[src/rtl/axi_wr_burst_gen.sv]
// axi_wr_burst_gen: turns linear write commands plus a data stream into AXI4 INCR bursts on AW/W, tracking B.
// Define IDMA_WR_4K_SPLIT_EN to split bursts so that none crosses a 4 KB boundary.
module axi_wr_burst_gen #(
    parameter int ADDR_W          = 32,
    parameter int DATA_W          = 32,
    parameter int MAX_LEN         = 16,
    parameter int MAX_OUTSTANDING = 4
) (
    input  logic                aclk,
    input  logic                aresetn,
    input  logic                cmd_valid,
    output logic                cmd_ready,
    input  logic [ADDR_W-1:0]   cmd_addr,
    input  logic [15:0]         cmd_beats,
    input  logic                s_valid,
    output logic                s_ready,
    input  logic [DATA_W-1:0]   s_data,
    output logic                m_axi_awvalid,
    input  logic                m_axi_awready,
    output logic [ADDR_W-1:0]   m_axi_awaddr,
    output logic [7:0]          m_axi_awlen,
    output logic [2:0]          m_axi_awsize,
    output logic [1:0]          m_axi_awburst,
    output logic                m_axi_wvalid,
    input  logic                m_axi_wready,
    output logic [DATA_W-1:0]   m_axi_wdata,
    output logic [DATA_W/8-1:0] m_axi_wstrb,
    output logic                m_axi_wlast,
    input  logic                m_axi_bvalid,
    output logic                m_axi_bready,
    input  logic [1:0]          m_axi_bresp,
    output logic                busy,
    output logic                done,
    output logic                err
);
    localparam int SIZE = $clog2(DATA_W / 8);
    localparam int CW   = $clog2(MAX_OUTSTANDING + 1);
    localparam int PW   = (MAX_OUTSTANDING > 1) ? $clog2(MAX_OUTSTANDING) : 1;

    typedef enum logic [1:0] {IDLE, ISSUE, DRAIN} state_t;

    state_t          state;
    logic [15:0]     remaining;
    logic [CW-1:0]   outstanding, fifo_cnt, out_nxt, fifo_nxt;
    logic [PW-1:0]   wr_ptr, rd_ptr;
    logic [7:0]      len_fifo [MAX_OUTSTANDING];
    logic [7:0]      wcnt;
    logic [16:0]     bb_cur, bb_cmd;
    logic            cmd_hs, aw_hs, w_hs, b_hs, fifo_ne, pop, room;

    function automatic logic [7:0] burst_len(input logic [15:0] rem, input logic [16:0] bb);
        logic [16:0] n;
        n = {1'b0, rem};
        n = (n > 17'(MAX_LEN)) ? 17'(MAX_LEN) : n;
        n = (n > bb) ? bb : n;
        return 8'(n - 17'd1);
    endfunction

    function automatic logic [PW-1:0] nxt_ptr(input logic [PW-1:0] p);
        return (p == PW'(MAX_OUTSTANDING - 1)) ? '0 : p + PW'(1);
    endfunction

`ifdef IDMA_WR_4K_SPLIT_EN
    assign bb_cur = 17'((13'h1000 - {1'b0, m_axi_awaddr[11:0]}) >> SIZE);
    assign bb_cmd = 17'((13'h1000 - {1'b0, cmd_addr[11:0]}) >> SIZE);
`else
    assign bb_cur = 17'(MAX_LEN);
    assign bb_cmd = 17'(MAX_LEN);
`endif

    assign cmd_hs        = cmd_valid & cmd_ready;
    assign aw_hs         = m_axi_awvalid & m_axi_awready;
    assign w_hs          = m_axi_wvalid & m_axi_wready;
    assign b_hs          = m_axi_bvalid & m_axi_bready;
    assign fifo_ne       = fifo_cnt != '0;
    assign pop           = w_hs & m_axi_wlast;
    assign out_nxt       = outstanding + CW'(aw_hs) - CW'(b_hs);
    assign fifo_nxt      = fifo_cnt + CW'(aw_hs) - CW'(pop);
    assign room          = (outstanding != CW'(MAX_OUTSTANDING) || b_hs) && (fifo_cnt != CW'(MAX_OUTSTANDING) || pop);
    assign m_axi_wvalid  = s_valid & fifo_ne;
    assign s_ready       = m_axi_wready & fifo_ne;
    assign m_axi_wdata   = s_data;
    assign m_axi_wstrb   = '1;
    assign m_axi_wlast   = fifo_ne & (wcnt == len_fifo[rd_ptr]);
    assign m_axi_awsize  = 3'(SIZE);
    assign m_axi_awburst = 2'b01;
    assign busy          = state != IDLE;

    // Burst lengths queued in AW order so W knows where each burst ends.
    always_ff @(posedge aclk)
        if (aw_hs) len_fifo[wr_ptr] <= m_axi_awlen;

    always_ff @(posedge aclk or negedge aresetn) begin
        if (!aresetn) begin
            state         <= IDLE;
            cmd_ready     <= 1'b0;
            m_axi_awvalid <= 1'b0;
            m_axi_awaddr  <= '0;
            m_axi_awlen   <= '0;
            m_axi_bready  <= 1'b0;
            remaining     <= '0;
            outstanding   <= '0;
            fifo_cnt      <= '0;
            wr_ptr        <= '0;
            rd_ptr        <= '0;
            wcnt          <= '0;
            done          <= 1'b0;
            err           <= 1'b0;
        end else begin
            m_axi_bready <= 1'b1;
            done         <= 1'b0;
            outstanding  <= out_nxt;
            fifo_cnt     <= fifo_nxt;
            if (aw_hs) wr_ptr <= nxt_ptr(wr_ptr);
            if (pop) rd_ptr <= nxt_ptr(rd_ptr);
            if (w_hs) wcnt <= m_axi_wlast ? '0 : wcnt + 8'd1;
            if (b_hs && m_axi_bresp != 2'b00) err <= 1'b1;
            case (state)
                IDLE: begin
                    cmd_ready <= !cmd_hs;
                    if (cmd_hs) begin
                        err           <= 1'b0;
                        m_axi_awaddr  <= cmd_addr;
                        m_axi_awlen   <= burst_len(cmd_beats, bb_cmd);
                        m_axi_awvalid <= cmd_beats != 16'd0;
                        remaining     <= cmd_beats;
                        state         <= (cmd_beats == 16'd0) ? DRAIN : ISSUE;
                    end
                end
                ISSUE: begin
                    // awaddr doubles as the running address once its burst is accepted
                    if (aw_hs) begin
                        m_axi_awvalid <= 1'b0;
                        m_axi_awaddr  <= m_axi_awaddr + ((ADDR_W'(m_axi_awlen) + ADDR_W'(1)) << SIZE);
                        remaining     <= remaining - (16'(m_axi_awlen) + 16'd1);
                        if (remaining == 16'(m_axi_awlen) + 16'd1) state <= DRAIN;
                    end else if (!m_axi_awvalid && room) begin
                        m_axi_awvalid <= 1'b1;
                        m_axi_awlen   <= burst_len(remaining, bb_cur);
                    end
                end
                DRAIN: begin
                    if (out_nxt == '0 && fifo_nxt == '0) begin
                        done      <= 1'b1;
                        cmd_ready <= 1'b1;
                        state     <= IDLE;
                    end
                end
                default: state <= IDLE;
            endcase
        end
    end
endmodule

[config.mk]
export PLATFORM = sky130hd
export DESIGN_NAME = axi_wr_burst_gen
export DESIGN_NICKNAME = d
export VERILOG_FILES = /design/src/rtl/axi_wr_burst_gen.sv
export SDC_FILE = /design/constraint.sdc
export NUM_CORES = 1
export LEC_CHECK = 0
export ABC_CLOCK_PERIOD_IN_PS = 3830
export BUFFER_PORTS_ARGS = -buffer_cell sky130_fd_sc_hd__buf_2
export CAP_MARGIN = 10
export CORE_ASPECT_RATIO = 1.2
export CORE_MARGIN = 2
export CORE_UTILIZATION = 30
export CTS_BUF_LIST = sky130_fd_sc_hd__clkbuf_2 sky130_fd_sc_hd__clkbuf_4 sky130_fd_sc_hd__clkbuf_8
export DETAILED_ROUTE_END_ITERATION = 12
export HOLD_SLACK_MARGIN = 0.06
export REMOVE_ABC_BUFFERS = 1
export SLEW_MARGIN = 40
export SYNTH_ARGS = -nofsm -noshare
export SYNTH_HDL_FRONTEND = slang
export SYNTH_SLANG_ARGS = --single-unit
export TNS_END_PERCENT = 50
[constraint.sdc]
create_clock -name aclk -period 3.83 [get_ports aclk]
set_input_delay 0 -clock aclk [delete_from_list [all_inputs] [get_ports aclk]]
set_output_delay 0 -clock aclk [all_outputs]
set_load 0.05 [all_outputs]
==> impl_results.md, run 1 <==
- Worst Slack Setup Final: -33.5 ps
- Diodes inserted: 0
- Type of the worst setup path: reg2reg
- Max-cap viol count: 0
- Maximum number of pins on one net before global-route repair: 46
- CTS tree: yes
- Worst Skew: 10.1 ps
- DRT antenna net count: 0
- Area growth syn-to-layout: 32.3%
- Row count: 61
- Total negative slack: -39.5 ps
- Ys flop type: dfrtp_1
- Vias/cell: 4.97
- Crit path buf inv count: 4
- Worst-path cell chain: buf_6 > mux4_2 > xnor2_2 > nand3_2 > a2111oi_4 > and2_4 > ha_4 > inv_4 > ha_4 > inv_2 > fa_1 > inv_2 > or4_4 > nor4_4 > o21bai_1
- Unrepaired setup endpoints after global routing: yes
- Max VDD drop: 0.485 mV
- Clk buf depth: 2
- Top post-synthesis cells by area: dfrtp_1 29%, edfxtp_1 14%, ha_1 5.4%
- Slew Limit Headroom: 55.2%
- Placer congestion estimate: 0.850
- Failing checks: setup timing
- Clk root buf: clkbuf_8
- Die Wd: 143 um
- Global Route Usage Sum: 17.1%
- Setup violators final: 2
- Minimum clock period: 3860 ps
- CP Data Required Time: 4200 ps
- Num ports: 179
- H-tree levels: 4
- Drt wl/cell: 16.6 um
- CTS sink count: 113
- Port bufs: 105
- EDFF count, synth: 32
- Syn Std Cell Area: 0.00698 mm^2
- Area leader, netlist: dfrtp_1
- Filler cells: 2322
- DRT iter0 DRCs: 348
- Total congestion overflow: 0
- Crit-path slowest cell: mux4_2
- Clk slew on worst S/H paths: 70 ps
- Total power per unit cell area: 852 mW/mm^2
- Largest stage delay on the critical path: 520 ps
- Total Wirelength: 20.6 mm
- CP arrival: 4230 ps
- Hold Fails Final Rpt: 0
- Starting Density: 30.3%
- Initial antenna violation count: 0
- DPL Wire Length: 14.2 mm
- Leak: 3.90 nW
- CP Max Fanout: 3
- CP Launch Type: flip-flop
- Synth Register Bits: 113
- Layout cells sized above 1: 23.0%
- Drt pass-1 iters: 5
- Clock Latency Late Sink: 450 ps
- Status: complete, but fails checks
- First-pass GRT wire length: 32.4 mm
- Commonest non-fill, non-tap cells in the layout: 104 x buf_2, 87 x dlygate4sd3_1, 79 x dfrtp_1
- Synth top area share: 29.0%
- Core Area: 0.0230 mm^2
- Die ar.: 0.0245 mm^2
- Worst hold path class: in2async
- Syn Area/Cell: 9.50 um^2
- Final-stage net count: 1036
- Num CTS Buffers: 17
- Worst-Margin Slew: 669 ps
- Leading cell type in the layout, fill and taps excluded: buf_2
- Height of the die: 171 um
- Vias in the first global route: 6004
- Post-route cell area: 0.00924 mm^2
- Total number of yosys warnings: 0
- Vias: 6172
- Slew Limit Fails: 0
- Synth Instances: 735
- Placed Area: 0.00766 mm^2
- DRC: 0
- Seq/Total Area, Yosys: 42.8%
- Yosys cell types: 63
- Worst setup EP type: flip-flop
- Fraction of registers with async set/reset: 71.7%
- CP delay by family, top: simple AND/OR/NAND/NOR gates
- Fmax: 259 MHz
- Final Cycle Share: 101%
[kinds of logic after synthesis]
family	count (synthesis)	share of synthesized area (%)
other	2	0.108
xor gates and xnor gates	37	4.96
DFF	113	42.8
adders and majority gates	34	6.52
AOI/OAI and AO/OA	189	17.7
buffers and inverters	108	8.35
and+or+nand+nor	237	16.3
muxes	15	3.31
[path summary, 6_finish.rpt]
kind / slack (ps) / end / cells after the start / start
worst max-delay path: -30 / cmd_ready / 15 / rd_ptr[0]
worst min-delay path: 110 / wcnt[2] / 2 / aresetn
worst max register to register: -30 / cmd_ready / 15 / rd_ptr[0]
worst min register to register: 480 / m_axi_awaddr[1] / 2 / m_axi_awaddr[1]
max in group asynchronous: 2730 / rd_ptr[1] / 3 / aresetn
min in group aclk: 130 / remaining[15] / 4 / m_axi_awready
[report_power, final]
part	internal (W)	total, W	switching (W)
registers	0.00167	0.00212	0.000447
clock network	0.000902	0.00144	0.000540
logic	0.00158	0.00432	0.00274
[per-stage QoR]
| stage | power [W] | cells | utilization, % | setup WS (ps) | hold WS (ps) |
|---|---|---|---|---|---|
| floorplan | 0.00506 | 669 | - | -673 | -296 |
| global placement | 0.00610 | 1111 | 33.3 | -307 | 1.29 |
| detailed placement | 0.00614 | 1111 | 33.3 | -404 | 1.29 |
| CTS | 0.00780 | 1234 | 39.5 | 4.77 | 82.9 |
| global route | 0.00849 | 1241 | 40.1 | -147 | 121 |
| finish | 0.00788 | 1241 | 40.1 | -33.5 | 110 |
[timing repair]
action,CTS,global route
setup endpoints to repair,3,3
endpoints found under the hold margin,134,0
cloned,0,0
hold buffers,87,0
setup buffers,4,6
resized for setup,9,18
pin swaps,2,10
[flip-flops by register name (all words and copies together) (netlist names), 2 cells and up]
name,cells
len_fifo,32
m_axi_awaddr,32
remaining,16
m_axi_awlen,8
wcnt,8
fifo_cnt,3
outstanding,3
rd_ptr,2
state,2
wr_ptr,2
[layout make-up]
type                    count  area, um^2  share of cell area (%)
clock buffers              17         234                    2.53
clock inverters            15         264                    2.86
inverters                  34         130                    1.41
multi-input cells         522        3560                    38.6
flip-flops and latches    113        2990                    32.4
well taps                 315         394                    4.26
repair buffers            225        1670                    18.0
[per-layer routing]
metal  global-route usage [%]  wire length (um)
met3                     4.95              1180
met2                     28.2             10100
met5                        0                 0
met4                     4.82               252
met1                     21.9              9030
[worst register-to-register path, stage by stage (launching register included)]
cell and delay [ps]:
dfrtp_2 400, buf_6 110, mux4_2 520, xnor2_2 240
nand3_2 120, a2111oi_4 350, and2_4 230, ha_4 200
inv_4 50, ha_4 110, inv_2 30, fa_1 510
inv_2 40, or4_4 460, nor4_4 250, o21bai_1 150
[synth_stat cells, types with 9 or more instances]
master	n
a2bb2oi_1	9
nand4_1	11
a21o_1	11
o22ai_1	11
nand3_1	29
nor2_1	48
a31oi_1	14
nand2b_1	10
ha_1	30
nand2_1	77
dfrtp_1	81
xnor2_1	28
buf_4	41
clkbuf_1	26
a21oi_1	53
edfxtp_1	32
inv_1	34
nor3_1	13
and3_1	17
o21ai_0	43
Note: power is estimated with default switching activity, not from simulation.
==> run 2: changes to the inputs <==
CTS_BUF_LIST = unset   (was sky130_fd_sc_hd__clkbuf_2 sky130_fd_sc_hd__clkbuf_4 sky130_fd_sc_hd__clkbuf_8)
REMOVE_ABC_BUFFERS = unset   (was 1)
==> run 2 against run 1 <==
Die area did not move. Sequential cell count did not move. Wire length fell by 5.1%. Global-route usage fell by 1.0 points. The run now ends clean. Highest routed layer unchanged. Sequential share of layout area rose by 0.42 points. Clock power rose by 8%. Cell area fell by 1.3%. Sequential power barely moved. Cell count fell by 1.5%.
==> impl_results.md, run 2 (synthesis gave the netlist of run 1 again) <==
- DRT antenna net count: 0
- Inst Count DP: 1104
- CP Max Fanout: 5
- Worst Reg-to-Reg Cells: 15
- Worst setup EP type: flip-flop
- Top Registers: len_fifo (32), m_axi_awaddr (32), remaining (16)
- H-tree levels: 4
- Num CTS Buffers: 17
- Placed Area: 0.00765 mm^2
- Vias/cell: 4.96
- Worst Skew: 17.3 ps
- Vias: 6060
- Seq. cell area: 0.00299 mm^2
- Vias in the first global route: 5912
- Worst-path cell chain: buf_4 > mux4_2 > xnor2_2 > nand2_2 > a2111oi_4 > and2_4 > ha_1 > inv_1 > ha_1 > inv_1 > fa_1 > inv_1 > or4_4 > nor3_2 > o32ai_1
- Slew Limit Headroom: 47.2%
- R2R Path End: state[1]
- Hold Fails Final Rpt: 0
- Total congestion overflow: 0
- FF-to-FF Start: rd_ptr[0]
- Total power per unit cell area: 863 mW/mm^2
- Height of the die: 171 um
- Die Wd: 143 um
- Leading cell type in the layout, fill and taps excluded: buf_2
- Hold slack: 70.0 ps
- Final-stage net count: 1017
- Clock Latency Late Sink: 420 ps
- Filler cells: 2310
- Hold Crit Depth: 4
- Hold endpoint: wcnt[1]
- Setup violators final: 0
- Worst hold path class: in2reg
- Largest stage delay on the critical path: 520 ps
- DRC: 0
- R2R Setup Slk: 120 ps
- Commonest non-fill, non-tap cells in the layout: 104 x buf_2, 85 x dlygate4sd3_1, 79 x dfrtp_1
- Status: completed
- Max-cap viol count: 0
- Met3 Track Usage GR: 3.55%
- First-pass GRT wire length: 30.8 mm
- Met2 Use GR: 28.4%
- Drt pass-1 iters: 4
- Clk root buf: clkbuf_16
- Core Area: 0.0230 mm^2
- Initial antenna violation count: 0
- Port bufs: 105
- Clk slew on worst S/H paths: 60 ps
- Fmax: 270 MHz
- Worst-Margin Slew: 793 ps
- Crit path buf inv count: 4
- Maximum number of pins on one net before global-route repair: 62
- Crit-path slowest cell: mux4_2
- Die ar.: 0.0245 mm^2
- Unrepaired setup endpoints after global routing: yes
- Final cell count without fillers: 1222
- CP dominant cell by count: inv_1
- CP arrival: 4000 ps
- Drt wl/cell: 16.0 um
- Total Wirelength: 19.5 mm
- Layout cells sized above 1: 21.1%
- Final Cycle Share: 96.9%
- Area taken by multi-input logic gates: 0.00352 mm^2
- Worst Hold Launch: m_axi_wready
- GRT met1 Usage: 19.7%
- Post-route cell area: 0.00913 mm^2
- Diodes inserted: 0
- DRT iter0 DRCs: 292
- Placer congestion estimate: 0.846
- Row count: 61
- Slew Limit Fails: 0
- Minimum clock period: 3710 ps
- Type of the worst setup path: reg2reg
- CTS tree: yes
- CTS sink count: 113
- Clk buf depth: 2
- DPL Wire Length: 13.5 mm
- CP Data Required Time: 4120 ps
- Starting Density: 30.3%
- Area growth syn-to-layout: 30.7%
- CP delay by family, top: simple AND/OR/NAND/NOR gates
- Global Route Usage Sum: 16.1%
- Max VDD drop: 0.481 mV
- Num ports: 179
- Leak: 3.82 nW
- CP Launch Type: flip-flop
- GRT Max-Usage Layer: met2
- Total negative slack: 0 ps
-- run 2: cell types whose count changed in the layout (fill, tap and decap cells not counted), moves of 3 or more --
| cell | before | now |
|---|---|---|
| clkbuf_16 | 0 | 19 |
| clkbuf_8 | 17 | 1 |
| buf_4 | 30 | 15 |
| bufinv_16 | 7 | 0 |
| clkinvlp_4 | 2 | 5 |
| inv_1 | 31 | 34 |
-- run 2: metrics by stage --
stage	utilization, %	setup slack (ps)	power, W
3_3_place_gp	33.2	17.4	0.00611
6_report	39.6	120	0.00787
4_1_cts	39.4	23.7	0.00789
3_5_place_dp	33.2	-43.7	0.00617
2_1_floorplan	-	-359	0.00524
5_1_grt	39.6	-47.3	0.00845
-- run 2: worst max-delay path by stage --
stage               startpoint   endpoint  cells past startpoint
floorplan            rd_ptr[0]  cmd_ready                     15
detailed placement   rd_ptr[0]   state[1]                     15
finish               rd_ptr[0]   state[1]                     15
global placement     rd_ptr[0]   state[1]                     15
global route         rd_ptr[0]   state[1]                     15
CTS                  rd_ptr[0]   state[1]                     15
-- run 2: area by class of cell --
class,count,share of cell area (%)
multi-input cells,522,38.6
clock inverters,12,1.08
clock buffers,20,5.36
repair buffers,206,16.5
flip-flops and latches,113,32.8
well taps,315,4.32
inverters,34,1.40
-- run 2: where the power goes --
group	switching [W]	internal (W)	total, W
combinational	0.00269	0.00150	0.00419
sequential	0.000460	0.00167	0.00213
clock	0.000620	0.000929	0.00155
-- run 2: timing repair --
action / CTS / global route
hold buffers: 85 / 0
setup buffers: 0 / 1
pin swaps: 0 / 1
hold endpoints to repair: 147 / 0
endpoints found under the setup margin: 2 / 3
resized for setup: 2 / 6
-- run 2: routing by layer --
metal | share of wire [%] | up-vias | routed length, um
met1 | 43 | 2907 | 8420
met5 | 0 | - | 0
met2 | 50 | 213 | 9760
li1 | - | 2922 | -
met4 | 1.2 | 0 | 244
met3 | 5.7 | 18 | 1110
-- run 2: worst reg2reg max path, delay by kind of cell (launching register included) --
family | cells | cell delay [ps]
AOI/OAI and AO/OA | 2 | 400
and+or+nand+nor | 4 | 870
DFF | 1 | 440
xor gates and xnor gates | 1 | 180
adders and majority gates | 3 | 840
muxes | 1 | 520
buffers and inverters | 4 | 300
